===== config.mk =====
export PLATFORM = sky130hd
export DESIGN_NAME = opl2_host_if_flat
export DESIGN_NICKNAME = d
export VERILOG_FILES = /design/src/rtl/opl2_host_if_if.sv /design/src/rtl/opl2_host_if.sv /design/src/flat_wrapper.sv
export SDC_FILE = /design/constraint.sdc
export NUM_CORES = 1
export LEC_CHECK = 0
export ABC_AREA = 1
export CAP_MARGIN = 20
export CORE_MARGIN = 2
export CORE_UTILIZATION = 49
export DETAILED_ROUTE_END_ITERATION = 8
export GPL_ROUTABILITY_DRIVEN = 0
export PLACE_DENSITY = 0.77
export SLEW_MARGIN = 15
export SYNTH_ARGS = -nofsm -noshare
export SYNTH_HDL_FRONTEND = slang
export SYNTH_SLANG_ARGS = --single-unit

===== constraint.sdc =====
create_clock -name clk -period 1.7 [get_ports clk]
set_input_delay 0.34 -clock clk [delete_from_list [all_inputs] [get_ports clk]]
set_output_delay 0.34 -clock clk [all_outputs]
set_load 0.02 [all_outputs]

===== src/rtl/opl2_host_if_if.sv =====
// Shared types and the CPU-side bus bundle for the OPL2 host front end.

package opl2_host_if_pkg;

    // One register-file write: valid pulse plus target register and value.
    typedef struct packed {
        logic       valid;
        logic [7:0] address;
        logic [7:0] data;
    } opl2_reg_wr_t;

    // Register addresses at or above this value do not exist in a bank.
    localparam logic [7:0] NumRegPerBank = 8'hF6;

endpackage

// Two-port CPU bus: strobes, A0, write data, read data and the advisory busy flag.
interface opl2_host_if_if;
    logic       cs_n;
    logic       wr_n;
    logic       rd_n;
    logic       address;
    logic [7:0] din;
    logic [7:0] dout;
    logic       busy;

    modport master (
        output cs_n,
        output wr_n,
        output rd_n,
        output address,
        output din,
        input  dout,
        input  busy
    );

    modport slave (
        input  cs_n,
        input  wr_n,
        input  rd_n,
        input  address,
        input  din,
        output dout,
        output busy
    );
endinterface


===== src/rtl/opl2_host_if.sv =====
// OPL2 host register-write front end: decodes address/data port writes into
// single-cycle register-file writes, emulates the YM3812 post-write wait on
// busy, and returns the status byte on reads.

module opl2_host_if
    import opl2_host_if_pkg::*;
#(
    parameter int unsigned ADDR_WAIT_CYCLES = 235,
    parameter int unsigned DATA_WAIT_CYCLES = 1643
) (
    input  logic          clk,
    input  logic          reset,
    opl2_host_if_if.slave bus,
    input  logic          irq,
    input  logic          ft1,
    input  logic          ft2,
    output opl2_reg_wr_t  opl2_reg_wr
);

    localparam int unsigned CntW = $clog2(DATA_WAIT_CYCLES + 1);
    localparam logic [CntW-1:0] AddrWait = CntW'(ADDR_WAIT_CYCLES);
    localparam logic [CntW-1:0] DataWait = CntW'(DATA_WAIT_CYCLES);

    logic            wr_n_q;
    logic [7:0]      addr_q, addr_d;
    logic [CntW-1:0] count_q, count_d;
    logic            busy_q;
    logic [7:0]      dout_q, dout_d;
    opl2_reg_wr_t    reg_wr_q, reg_wr_d;
    logic            wr_event;
    logic            rd_active;
    logic [7:0]      status;

    // Event only on the falling edge of wr_n while selected; wr_n_q resets low so
    // a strobe held through reset release must rise and fall again.
    assign wr_event  = ~bus.cs_n & ~bus.wr_n & wr_n_q;
    assign rd_active = ~bus.cs_n & ~bus.rd_n;
    assign status    = {irq, ft1, ft2, 5'b00110};

    // Next-state: address latch, register-write pulse, wait counter and read data.
    always_comb begin
        addr_d         = addr_q;
        reg_wr_d       = reg_wr_q;
        reg_wr_d.valid = 1'b0;
        count_d        = (count_q != '0) ? count_q - CntW'(1) : count_q;
        dout_d         = dout_q;

        if (wr_event) begin
            if (!bus.address) begin
                addr_d  = bus.din;
                count_d = AddrWait;
            end else begin
                // Reload rather than extend: a write while busy restarts the wait.
                count_d = DataWait;
                if (addr_q < NumRegPerBank) begin
                    reg_wr_d.valid   = 1'b1;
                    reg_wr_d.address = addr_q;
                    reg_wr_d.data    = bus.din;
                end
            end
        end

        if (rd_active) begin
            dout_d = bus.address ? 8'hFF : status;
        end
    end

    // State update with synchronous reset.
    always_ff @(posedge clk) begin
        if (reset) begin
            wr_n_q   <= 1'b0;
            addr_q   <= '0;
            count_q  <= '0;
            busy_q   <= 1'b0;
            dout_q   <= 8'h00;
            reg_wr_q <= '0;
        end else begin
            wr_n_q   <= bus.wr_n;
            addr_q   <= addr_d;
            count_q  <= count_d;
            // Registered from the next count so busy tracks count != 0 exactly.
            busy_q   <= (count_d != '0);
            dout_q   <= dout_d;
            reg_wr_q <= reg_wr_d;
        end
    end

    assign bus.busy    = busy_q;
    assign bus.dout    = dout_q;
    assign opl2_reg_wr = reg_wr_q;

endmodule


===== src/flat_wrapper.sv =====
// flat-port wrapper written by rule: the top's interface ports become plain ports
module opl2_host_if_flat import opl2_host_if_pkg::*;
#(
    parameter int unsigned ADDR_WAIT_CYCLES = 235,
    parameter int unsigned DATA_WAIT_CYCLES = 1643
)
  (clk, reset, irq, ft1, ft2, opl2_reg_wr, bus_cs_n, bus_wr_n, bus_rd_n, bus_address, bus_din, bus_dout, bus_busy);
  opl2_host_if_if bus_i ();
  input  logic clk;
  input  logic reset;
  input  logic irq;
  input  logic ft1;
  input  logic ft2;
  output opl2_reg_wr_t opl2_reg_wr;
  input wire logic [$bits(bus_i.cs_n)-1:0] bus_cs_n;
  input wire logic [$bits(bus_i.wr_n)-1:0] bus_wr_n;
  input wire logic [$bits(bus_i.rd_n)-1:0] bus_rd_n;
  input wire logic [$bits(bus_i.address)-1:0] bus_address;
  input wire logic [$bits(bus_i.din)-1:0] bus_din;
  output wire logic [$bits(bus_i.dout)-1:0] bus_dout;
  output wire logic [$bits(bus_i.busy)-1:0] bus_busy;
  assign bus_i.cs_n = bus_cs_n;
  assign bus_i.wr_n = bus_wr_n;
  assign bus_i.rd_n = bus_rd_n;
  assign bus_i.address = bus_address;
  assign bus_i.din = bus_din;
  assign bus_dout = bus_i.dout;
  assign bus_busy = bus_i.busy;
  opl2_host_if #(.ADDR_WAIT_CYCLES(ADDR_WAIT_CYCLES), .DATA_WAIT_CYCLES(DATA_WAIT_CYCLES)) u_core (.clk(clk), .reset(reset), .bus(bus_i), .irq(irq), .ft1(ft1), .ft2(ft2), .opl2_reg_wr(opl2_reg_wr));
endmodule

==> results.json <==
{
  "startpoint_type": "flop",
  "synth_top_cell_by_area": "dfxtp_1",
  "grtUsageMet3_pct": 5.62,
  "grt.met2_usage_pct": 34.1,
  "maxCapViolCount": 0,
  "ys_seq_area_share_pct": 45.5,
  "clk_pin_slew_ns": 0.08,
  "hold_viol_final": 0,
  "track_usage_pct": 21.5,
  "power_uw": 4280,
  "nets": 336,
  "die_w_um": 66.1,
  "totalWireLength_um": 4450,
  "routed-via-count": 1775,
  "final_layout_size_suffix_gt1_share_pct": 18.2,
  "core_um2": 3690,
  "root_buffer": "clkbuf_8",
  "synthDominantCellAreaShare_pct": 45.5,
  "viasPerCell": 4.85,
  "report.final.setup_viol": 0,
  "num_rows": 22,
  "status": "finished clean",
  "required_ns": 1.36,
  "gr-total-overflow": 0,
  "grt_pass1_wl_um": 7240,
  "period_minus_slack_ns": 1.63,
  "clock_path_buffers": 2,
  "timing.final.ws_setup_ns": 0.0669,
  "synth_cell_types": 24,
  "clock_skew_ns": 0.00317,
  "grt_pass1_vias": 1667,
  "synth_nets": 278,
  "cts_max_level": 2,
  "numCtsBuffers": 5,
  "antenna_cells": 0,
  "dieArea_um2": 4370,
  "max_stage_delay_ns": 0.63,
  "crit_slowest_cell": "clkdlybuf4s50_1",
  "cts_tree": "done",
  "timing.fmax_mhz": 612,
  "cp_num_buf_inv": 1,
  "nFillCells": 308,
  "boundaryPins": 43,
  "syn-instance-count": 259,
  "cp_top_family": "buffers and inverters",
  "dpl.hpwl_um": 3140,
  "synth-seq-cells": 43,
  "cts_sinks": 43,
  "path_max_fanout": 4,
  "busiest_layer": "met2",
  "drt-pass1-iter-count": 4,
  "maxSlewViolCount": 0,
  "fin_util_pct": 72.3,
  "max-slew-margin-rel_pct": 77.5,
  "avgSynthCellArea_um2": 7.30,
  "clk_latency_ns": 0.29,
  "dp_slack_ns": -0.216,
  "drtIter0Drc": 81,
  "critical_path.cell_chain": "clkdlybuf4s50_1",
  "area_growth_pct": 41.1,
  "antenna_found_initial": 0,
  "layout.cells.most_common_list": "clkdlybuf4s50_1, dfxtp_1, nor2_1, nand2_1, inv_1",
  "gr-usage-met1_pct": 29.0,
  "cts_hold_buffers": 0,
  "drc": 0,
  "yosysWarnings": 0,
  "final_common_cell": "clkdlybuf4s50_1",
  "timing.final.crit_share_pct": 96.1,
  "path_class": "reg -> out",
  "powerDensity_nw_per_um2": 1600,
  "drt-wirelength-per-cell_um": 12.1,
  "hp-class": "reg -> reg",
  "grt_start_max_net_pins": 28,
  "hold_slack_ns": 0.466,
  "rsz0062_at_grt": "yes",
  "crit_path_end_kind": "output port",
  "peakVddDrop_mv": 1.03,
  "route.antenna.remaining_nets": 0,
  "cp.arrival_ns": 1.29,
  "synthTopCellsByArea": "dfxtp_1, nor2_1, o21ai_0",
  "mappedNetlistArea_um2": 1890,
  "io_buffers": 42,
  "start_util_pct": 51.3,
  "die_h_um": 66.1,
  "worst_pin_slew_ns": 0.335,
  "p_leak_uw": 0.00112
}
kinds of logic after synthesis:
family          Yosys count  share of synthesized area [%]
simple gates            107                           25.8
compound gates           62                           16.9
buf+inv                  43                           9.46
flops                    43                           45.5
xor+xnor                  2                          0.927
fa+ha+maj                 2                           1.32
stage by stage:
step | setup TNS, ns | cell area, um^2 | cells
6_report | 0 | 2670 | 366
5_1_grt | -0.0808 | 2670 | 366
4_1_cts | 0 | 2580 | 363
3_5_place_dp | -2.55 | 2440 | 355
3_3_place_gp | -1.66 | 2440 | 355
2_1_floorplan | 0 | 1890 | 259
cell type report:
cell class | count | area (um^2) | share of cell area, %
inverters | 31 | 119 | 4.46
repair buffers | 63 | 578 | 21.7
well taps | 48 | 60.1 | 2.25
multi-input cells | 173 | 915 | 34.3
flip-flops and latches | 43 | 863 | 32.4
clock buffers | 6 | 72.6 | 2.72
clock inverters | 2 | 60.1 | 2.25
metal layers:
| layer | wire length [um] | up-vias |
|---|---|---|
| li1 | - | 942 |
| met1 | 2130 | 788 |
| met2 | 2100 | 43 |
| met3 | 194 | 2 |
| met4 | 25 | 0 |
| met5 | 0 | - |
synth_stat cells, drive strengths merged:
| cell type | number |
|---|---|
| nor3 | 4 |
| xor2 | 1 |
| nor2 | 49 |
| inv | 31 |
| nand2 | 38 |
| or2 | 1 |
| clkbuf | 7 |
| dfxtp | 43 |
| xnor2 | 1 |
| a21oi | 28 |
| o21bai | 4 |
| nand4 | 2 |
| nand3 | 13 |
| buf | 5 |
| ha | 2 |
| o21ai | 30 |
power by group:
part           switching, uW  internal, uW  total [uW]
registers                154          1160        1320
logic                   1190           850        2040
clock network            332           587         919
state kept, by name, indices dropped and copies added (netlist names):
name / count
u_core.wr_n_q: 1
u_core.addr_q: 8
u_core.count_q: 11
u_core.bus.busy: 1
u_core.bus.dout: 5
u_core.opl2_reg_wr: 17
final timing paths:
kind              cells past startpoint  slack, ns          startpoint            endpoint
hold reg to reg                       2       0.47  u_core.bus.dout[2]  u_core.bus.dout[2]
hold / removal                        2       0.47  u_core.bus.dout[2]  u_core.bus.dout[2]
setup / recovery                      1       0.07  u_core.bus.dout[4]         bus_dout[0]
setup reg to reg                      9       0.07   u_core.count_q[0]   u_core.count_q[8]
repair_timing:
item                                    CTS  global route
pin swaps                                 0             5
cloned                                    0             0
gates resized for setup                   1            21
endpoints found under the setup margin    1            14
buffers inserted                          0             3
Note: power is estimated with default switching activity, not from simulation.
